--- src/rtl/branch_update_queue_pkg.sv ---
// Shared types and defaults for the branch update queue.
// Entries carry the committed branch PC and its resolved direction.
package branch_update_queue_pkg;

    localparam int BU_QUEUE_DEPTH = 4;
    localparam int BU_PTR_BIT     = 2;
    localparam int BU_CNT_BIT     = 32;
    localparam int ADDR_W         = 32;

    typedef logic [ADDR_W-1:0] addr_t;

    typedef struct packed {
        addr_t pc;
        logic  jump;
    } bu_entry_t;

    localparam int ENTRY_W = $bits(bu_entry_t);

endpackage

--- src/rtl/branch_update_queue_fifo_core.sv ---
// Circular buffer with registered full/empty; head entry read combinationally.
// Push visible one edge later; pushes while full and pops while empty are ignored.
module bu_fifo_core
    import branch_update_queue_pkg::*;
#(
    parameter int DEPTH   = BU_QUEUE_DEPTH,
    parameter int PTR_BIT = BU_PTR_BIT
) (
    input  logic               clk,
    input  logic               rst,
    input  logic               push_vld,
    input  logic [ENTRY_W-1:0] push_dat,
    input  logic               pop_rdy,
    output logic [ENTRY_W-1:0] head_dat,
    output logic               full,
    output logic               empty
);

    localparam logic [PTR_BIT:0] DEPTH_CNT = (PTR_BIT+1)'(DEPTH);

    logic [PTR_BIT-1:0] head_q, head_d;
    logic [PTR_BIT-1:0] tail_q, tail_d;
    logic [PTR_BIT:0]   count_q, count_d;
    logic               full_q, full_d;
    logic               empty_q, empty_d;
    bu_entry_t          mem_q [DEPTH];
    bu_entry_t          mem_d [DEPTH];

    logic push_ok;
    logic pop_ok;

    assign push_ok = push_vld && !full_q;
    assign pop_ok  = pop_rdy && !empty_q;

    always_comb begin
        head_d  = head_q;
        tail_d  = tail_q;
        count_d = count_q;
        mem_d   = mem_q;

        if (push_ok) begin
            mem_d[tail_q] = bu_entry_t'(push_dat);
            tail_d        = tail_q + 1'b1;
        end
        if (pop_ok) begin
            head_d = head_q + 1'b1;
        end

        case ({push_ok, pop_ok})
            2'b10:   count_d = count_q + 1'b1;
            2'b01:   count_d = count_q - 1'b1;
            default: count_d = count_q;
        endcase

        // Flags are registered from the next count so full/empty never see pop_rdy.
        full_d  = (count_d == DEPTH_CNT);
        empty_d = (count_d == '0);
    end

    always_ff @(posedge clk or posedge rst) begin
        if (rst) begin
            head_q  <= '0;
            tail_q  <= '0;
            count_q <= '0;
            full_q  <= 1'b0;
            empty_q <= 1'b1;
        end else begin
            head_q  <= head_d;
            tail_q  <= tail_d;
            count_q <= count_d;
            full_q  <= full_d;
            empty_q <= empty_d;
        end
    end

    always_ff @(posedge clk) begin
        mem_q <= mem_d;
    end

    assign head_dat = mem_q[head_q];
    assign full     = full_q;
    assign empty    = empty_q;

endmodule

--- src/rtl/branch_update_queue.sv ---
// Queues committed branch outcomes for the predictor and keeps branch/mispredict stats.
// Entry usable one edge after commit; full_to_rob stalls commit, pdt_ready drains one per cycle.
module branch_update_queue
    import branch_update_queue_pkg::*;
#(
    parameter int QUEUE_DEPTH   = BU_QUEUE_DEPTH,
    parameter int QUEUE_PTR_BIT = BU_PTR_BIT,
    parameter int CNT_BIT       = BU_CNT_BIT
) (
    input  logic               clk,
    input  logic               rst,
    input  logic               commit_valid_from_rob,
    input  logic [31:0]        commit_pc_from_rob,
    input  logic               commit_jump_from_rob,
    input  logic               commit_mispredict_from_rob,
    output logic               full_to_rob,
    input  logic               pdt_ready,
    output logic               enable_sign_to_pdt,
    output logic               jump_sign_to_pdt,
    output logic [31:0]        jump_target_pc_to_pdt,
    output logic               overflow_flag,
    output logic [CNT_BIT-1:0] branch_cnt,
    output logic [CNT_BIT-1:0] mispredict_cnt
);

    bu_entry_t push_ent;
    bu_entry_t head_ent;
    logic      fifo_full;
    logic      fifo_empty;
    logic      fifo_pop;
    logic      push_acc;

    logic               overflow_q, overflow_d;
    logic [CNT_BIT-1:0] branch_cnt_q, branch_cnt_d;
    logic [CNT_BIT-1:0] mispredict_cnt_q, mispredict_cnt_d;

    assign push_ent.pc   = commit_pc_from_rob;
    assign push_ent.jump = commit_jump_from_rob;

    assign push_acc = commit_valid_from_rob && !fifo_full;
    assign fifo_pop = enable_sign_to_pdt && pdt_ready;

    bu_fifo_core #(
        .DEPTH   (QUEUE_DEPTH),
        .PTR_BIT (QUEUE_PTR_BIT)
    ) u_fifo (
        .clk      (clk),
        .rst      (rst),
        .push_vld (commit_valid_from_rob),
        .push_dat (push_ent),
        .pop_rdy  (fifo_pop),
        .head_dat (head_ent),
        .full     (fifo_full),
        .empty    (fifo_empty)
    );

    always_comb begin
        overflow_d       = overflow_q;
        branch_cnt_d     = branch_cnt_q;
        mispredict_cnt_d = mispredict_cnt_q;

        // A commit while full is lost even if the head drains this cycle.
        if (commit_valid_from_rob && fifo_full) begin
            overflow_d = 1'b1;
        end
        if (push_acc) begin
            branch_cnt_d = branch_cnt_q + 1'b1;
            if (commit_mispredict_from_rob) begin
                mispredict_cnt_d = mispredict_cnt_q + 1'b1;
            end
        end
    end

    always_ff @(posedge clk or posedge rst) begin
        if (rst) begin
            overflow_q       <= 1'b0;
            branch_cnt_q     <= '0;
            mispredict_cnt_q <= '0;
        end else begin
            overflow_q       <= overflow_d;
            branch_cnt_q     <= branch_cnt_d;
            mispredict_cnt_q <= mispredict_cnt_d;
        end
    end

    // Storage is not reset, so head data is masked while nothing is queued.
    assign enable_sign_to_pdt    = !fifo_empty;
    assign jump_sign_to_pdt      = fifo_empty ? 1'b0 : head_ent.jump;
    assign jump_target_pc_to_pdt = fifo_empty ? 32'h0 : head_ent.pc;
    assign full_to_rob           = fifo_full;
    assign overflow_flag         = overflow_q;
    assign branch_cnt            = branch_cnt_q;
    assign mispredict_cnt        = mispredict_cnt_q;

endmodule

--- config.mk ---
export PLATFORM = sky130hd
export DESIGN_NAME = branch_update_queue
export DESIGN_NICKNAME = d
export VERILOG_FILES = /design/src/rtl/branch_update_queue_pkg.sv /design/src/rtl/branch_update_queue_fifo_core.sv /design/src/rtl/branch_update_queue.sv
export SDC_FILE = /design/constraint.sdc
export NUM_CORES = 1
export LEC_CHECK = 0
export BUFFER_PORTS_ARGS = -buffer_cell sky130_fd_sc_hd__buf_2
export CORE_ASPECT_RATIO = 0.5
export CORE_MARGIN = 2
export CORE_UTILIZATION = 30
export CTS_CLUSTER_SIZE = 25
export DETAILED_ROUTE_END_ITERATION = 12
export GPL_TIMING_DRIVEN = 0
export HOLD_SLACK_MARGIN = 0.1
export PLACE_DENSITY = 0.61
export SLEW_MARGIN = 20
export SYNTH_ARGS = -nofsm -noshare
export SYNTH_HDL_FRONTEND = slang
export SYNTH_SLANG_ARGS = --single-unit
export TNS_END_PERCENT = 30
--- constraint.sdc ---
create_clock -name clk -period 2.28 [get_ports clk]
set_clock_uncertainty 0.15 [all_clocks]
set_input_delay 0.114 -clock clk [delete_from_list [all_inputs] [get_ports clk]]
set_output_delay 0.114 -clock clk [all_outputs]
set_load 0.02 [all_outputs]
==> results of run 1 <==
-- flip-flops by register name (all words and copies together), names as in the netlist --
register	count
u_fifo.mem_q	132
u_fifo.tail_q	2
overflow_flag	1
u_fifo.count_q	3
mispredict_cnt	32
u_fifo.head_q	2
u_fifo.empty	1
branch_cnt	32
u_fifo.full	1
-- stage by stage --
step                instance area [sq um]  TNS [ns]
floorplan                            8420     -8.40
global placement                     9580   -140.88
detailed placement                   9660    -24.10
CTS                                 10900    -0.850
global route                        11200    -0.849
finish                              11200   -0.0193
-- cell usage in the layout, fill, tap and decap left out, types with 4 or more instances in the layout --
| cell | n |
|---|---|
| and2_1 | 22 |
| clkbuf_1 | 9 |
| edfxtp_1 | 132 |
| nor4_4 | 4 |
| dlygate4sd3_1 | 38 |
| buf_6 | 14 |
| and3_1 | 6 |
| nor4_1 | 8 |
| buf_12 | 8 |
| nor3_1 | 11 |
| xnor2_1 | 39 |
| buf_2 | 123 |
| dfrtp_1 | 70 |
| clkinv_2 | 4 |
| nand2_1 | 29 |
| xor2_1 | 29 |
| inv_1 | 9 |
| buf_4 | 17 |
| nand4_1 | 24 |
| mux4_2 | 33 |
| nor4_2 | 7 |
| nand3_1 | 18 |
| nor2_1 | 11 |
| and2_4 | 18 |
| ha_1 | 6 |
| clkbuf_16 | 21 |
-- layout make-up --
type                    instances  area share
clock buffers                  28      0.0503
well taps                     382      0.0428
plain buffers                  13      0.0115
repair buffers                197       0.128
clock inverters                 9     0.00628
flip-flops and latches        206       0.521
multi-input cells             287       0.235
inverters                      11     0.00437
-- path summary, 6_finish.rpt --
path                                            start                       end  slack (ns)  cells past startpoint
worst min-delay path            commit_pc_from_rob[3]          u_fifo.mem_q[37]        0.21                      2
worst min register to register          overflow_flag             overflow_flag        0.30                      1
min in group asynchronous                         rst            branch_cnt[19]        0.61                      4
worst max-delay path                 u_fifo.head_q[0]  jump_target_pc_to_pdt[4]       -0.01                      5
worst max register to register            u_fifo.full               u_fifo.full        0.02                      7
max in group asynchronous                         rst              u_fifo.empty        0.73                      5
-- power by group through the flow --
stage	Sequential, mW	Clock [mW]	Combinational [mW]
floorplan	5.17	0	2.37
global placement	5.07	0	3.69
detailed placement	5.09	0	3.78
CTS	5.05	3.37	4.37
global route	5.11	3.51	4.87
finish	5.05	3.28	4.51
-- timing repair --
action                                  CTS  global route
cloned                                    2             2
resized for setup                        53            35
hold endpoints to repair                219             0
hold buffers                             38             0
pin swaps                                 0             5
setup buffers                             4            14
endpoints found under the setup margin  146           162
-- layer usage --
metal	vias up	GRT usage
met3	24	0.0234
li1	2385	-
met4	0	0.0297
met2	67	0.213
met1	2611	0.162
met5	-	0
-- logic make-up (layout without fill, tap and decap cells) --
family	Yosys count	in the layout	share of synthesized area
flops	206	206	0.691
simple gates	172	174	0.119
xor+xnor	68	68	0.0707
mux	35	35	0.0910
buf+inv	27	258	0.0140
fa+ha+maj	8	8	0.0128
compound gates	2	2	0.00149
==> flow_summary.yaml, run 1 <==
critical_path:
  endpoint_kind: "output port"
  arrival_ns: 2.03
  cpMostUsedCell: "buf_12"
  worst-path-max-fanout: 10
  cp_num_buf_inv: 3
  cp_top_family: "multiplexers"
  cp_data_required_time_ns: 2.02
  critPathLaunchType: "flop"
  critPathMaxStageDelay_ns: 0.49
  worstSetupPathType: "flop to output port"
  path_cells: "buf_12 > buf_12 > mux4_2 > and2_1 > buf_2"
  critPathSlowestCell: "mux4_2"
detailed_routing:
  ant_nets: 0
  wl_microns: 18900
  routed_via_density: 4.49
  vias: 5087
  wl_met2_microns: 9480
  remaining_drc_errors: 0
  top_layer: "met4"
  drtPass1Iterations: 4
  wl_met3_microns: 596
  wl_met1_microns: 8430
  drt_iter0_markers: 206
  wl_per_cell_microns: 16.7
cells_and_area:
  fin_nets: 783
  seq_area_sq_um: 5820
  multi_input_comb_area_sq_um: 2620
  n_antenna_cell: 0
  finish.utilization: 0.404
  area_growth_pct: 32.6
  nFillCells: 2564
  layout.cells.non_filler: 1133
  drive_gt1_frac: 0.368
global_routing:
  grt.total_usage: 0.124
  overflow: 0
  antenna_found_initial: 0
  grt_max_degree: 41
  grt_pass1_vias: 5117
  grt_pass1_wl_microns: 28400
floorplanning:
  die_area_sq_um: 29500
  io_pins: 138
  rows: 43
  die-height_microns: 122
  core_region_area_sq_um: 27700
  fp.dieW_microns: 241
  start_util: 0.304
place:
  pre_cts_ws_ns: -0.273
  hpwl_microns: 11900
  port_buffers: 137
  dp.cells: 1040
  routabilityCongestion: 0.794
synthesis:
  synth_edf_count: 132
  seq_area_frac_synth: 0.691
  ys.flop_type: "edfxtp_1"
  yosysTopAreaCellShare: 0.471
  yosys-top-cells-area: "edfxtp_1 47%, dfrtp_1 22%, mux4_2 8.8%"
  async_flop_share: 0.359
  yosysWarnings: 0
  synth_most_common_cell: "edfxtp_1"
  syn_avg_cell_area_sq_um: 16.3
  synth_nets: 564
  synth_common_cells: "132 x edfxtp_1, 73 x dfrtp_1, 39 x and2_1, 39 x xnor2_1, 33 x mux4_2"
  synth-seq-cells: 206
  syn_inst: 518
  ys_types: 35
  yosys.area.top_type: "edfxtp_1"
  synth_area_sq_um: 8420
power_and_ir_drop:
  seq_power_share: 0.393
  vdd_drop_max_mv: 0.358
  switching_share: 0.317
  p_sw_mw: 4.07
  power_mw: 12.8
  comb_power_share: 0.352
  leakage_nw: 4.35
  powerDensity_nw_per_um2: 1150
  clock_power_share: 0.255
  p_int_mw: 8.76
timing:
  hold_viol: 0
  slew_headroom: 0.529
  period_share: 1.00
  rsz0062_at_grt: "yes"
  hold-worst-slack_ns: 0.212
  final.setup.worst_slack_ns: -0.0101
  tightestPinTransition_ns: 0.701
  finalSetupViolations: 2
  fin_crit_ns: 2.29
  max_freq_mhz: 437
  slew_violations: 0
clock_network:
  cts_tree: "built"
  h-tree-depth: 1
  cts_buffers: 21
  clk_pin_slew_worst_paths_ns: 0.06
  clk_path_buf_depth: 3
  insertion_delay_ns: 0.50
  root_buffer: "clkbuf_16"
  clock-sinks: 206
job:
  cap_violations: 0
worst_hold_path:
  worstHoldPathType: "input port to flop"
status:
  violations: "negative setup slack"
  outcome: "finished with violations"
No activity file was read; power rests on OpenSTA's default activity.
==> run 2: changes to the inputs <==
- CORE_UTILIZATION: 30 -> 51
- PLACE_DENSITY: 0.61 -> 0.87
==> run 2 against run 1 <==
Effect of this change:
- the run still ends with negative setup slack left
- final cell count fell by 16%
- maximum frequency fell by 4.2%
- utilization is 24 points higher
- sequential power about the same
- global-route usage increased by 7.6 points
- clock power shrank 7.0%
- routed wire length fell by 8.0%
- register-to-register slack got worse by 0.13 ns
- flip-flop and latch count stayed put
- critical endpoint is now u_fifo.mem_q[1]
- largest cell class unchanged
- highest routed layer unchanged
==> flow_summary.yaml, run 2 (same netlist as run 1, synthesis figures left out) <==
status:
  outcome: "finished with violations"
  violations: "negative setup slack"
critical_path:
  path_cells: "and2b_2 > clkbuf_1 > and2_2"
  worstSetupPathType: "flop to flop"
  critPathLaunchType: "flop"
  critPathMaxStageDelay_ns: 0.81
  cp-endpoint: "u_fifo.mem_q[1]"
  crit_path_start: "u_fifo.full"
  worst-path-max-fanout: 33
  rr_startpoint: "u_fifo.full"
  endpoint_kind: "flop"
  critPathSlowestCell: "and2_2"
  reg2regPathDepth: 3
  arrival_ns: 2.33
  r2r_slack_ns: -0.11
  cp_data_required_time_ns: 2.23
  reg2reg_to: "u_fifo.mem_q[1]"
floorplanning:
  start_util: 0.517
  fp.dieW_microns: 186
  io_pins: 138
  die_area_sq_um: 17600
  die-height_microns: 94.8
  core_region_area_sq_um: 16300
  rows: 33
cells_and_area:
  fin_nets: 763
  largest_reg_flops: 132
  final_common_cell: "buf_2"
  largest-register: "u_fifo.mem_q"
  finish.utilization: 0.649
  area_growth_pct: 25.3
  n_antenna_cell: 0
  finalInstanceArea_sq_um: 10600
  final_cell_mix: "134 x buf_2, 132 x edfxtp_1, 71 x dfrtp_1"
  drive_gt1_frac: 0.333
clock_network:
  h-tree-depth: 1
  cts_tree: "built"
  clock-sinks: 206
  clk_path_buf_depth: 3
  root_buffer: "clkbuf_16"
  cts_buffers: 19
  insertion_delay_ns: 0.48
  clk_pin_slew_worst_paths_ns: 0.06
timing:
  finalSetupTns_ns: -6.85
  fin_crit_ns: 2.39
  rsz0062_at_grt: "yes"
  slew_violations: 0
  hold_viol: 0
  slew_headroom: 0.404
  final.setup.worst_slack_ns: -0.110
  period_share: 1.05
  max_freq_mhz: 418
  finalSetupViolations: 87
  tightestPinTransition_ns: 0.894
power_and_ir_drop:
  power_mw: 12.0
  powerDensity_nw_per_um2: 1140
  leakage_nw: 4.10
  vdd_drop_max_mv: 0.576
job:
  cap_violations: 0
worst_hold_path:
  min_from: "commit_jump_from_rob"
  worstHoldPathType: "input port to flop"
detailed_routing:
  drtPass1Iterations: 4
  wl_microns: 17400
  ant_nets: 0
  wl_per_cell_microns: 18.2
  remaining_drc_errors: 0
  vias: 5093
  drt_iter0_markers: 279
  routed_via_density: 5.32
global_routing:
  antenna_found_initial: 0
  grt_max_degree: 41
  grt_pass1_vias: 5348
  grt.total_usage: 0.200
  overflow: 0
  grt_pass1_wl_microns: 27500
place:
  port_buffers: 137
  hpwl_microns: 10900
  routabilityCongestion: 0.806
  dpl_cell_area_sq_um: 9470
run 2: cell types whose count changed in the layout (fill, tap and decap cells not counted), moves of 5 or more:
cell and change:
and2_4 -14, buf_2 +11, buf_4 -11, buf_6 -11, and2_1 +9, buf_12 -5
run 2: power by group:
part / total [mW] / internal [mW] / switching, mW
clock network: 3.05 / 1.72 / 1.32
logic: 3.86 / 1.76 / 2.10
registers: 5.07 / 4.69 / 0.382
total: 12.0 / 8.18 / 3.80
run 2: repair_timing:
action,CTS,global route
hold buffers,38,0
setup endpoints to repair,135,169
resized for setup,14,19
setup buffers,2,0
endpoints found under the hold margin,219,0
run 2: worst min path at each step:
stage	depth (start not counted)	slack [ns]	end
CTS	2	0.21	u_fifo.mem_q[6]
detailed placement	2	0.01	branch_cnt[20]
global placement	1	0.17	u_fifo.mem_q[130]
floorplan	0	0.06	u_fifo.mem_q[0]
finish	2	0.23	u_fifo.mem_q[99]
global route	2	0.22	u_fifo.mem_q[11]
run 2: worst max-delay path, delay by kind of cell (launching register included):
kind / cells / cell delay (ns)
simple gates: 2 / 1.10
flops: 1 / 0.42
buf+inv: 1 / 0.33
run 2: per-layer routing:
metal  share of wire  global-route usage  up-vias
li1                -                   -     2338
met2            0.52               0.347      130
met1            0.42               0.265     2602
met5               0                   0        -
met4           0.017              0.0479        0
met3           0.043              0.0382       23
run 2: cell type report:
type / instances / area [sq um]
Buffer: 14 / 116
Tap cell: 227 / 284
Multi-Input combinational cell: 285 / 2530
Sequential cell: 206 / 5820
Clock buffer: 26 / 522
Fill cell: 1168 / 5720
Timing Repair Buffer: 180 / 1170
Inverter: 11 / 43.8
Clock inverter: 8 / 67.6
run 2: metrics by stage:
stage / hold WS [ns] / setup WS [ns] / cells
final: 0.233 / -0.110 / 957
after global routing: 0.224 / -0.293 / 957
after CTS: 0.214 / -0.150 / 957
after detailed placement: 0.00996 / -0.144 / 885
after global placement: 0.175 / -0.737 / 882
after floorplan: 0.0629 / -0.127 / 518
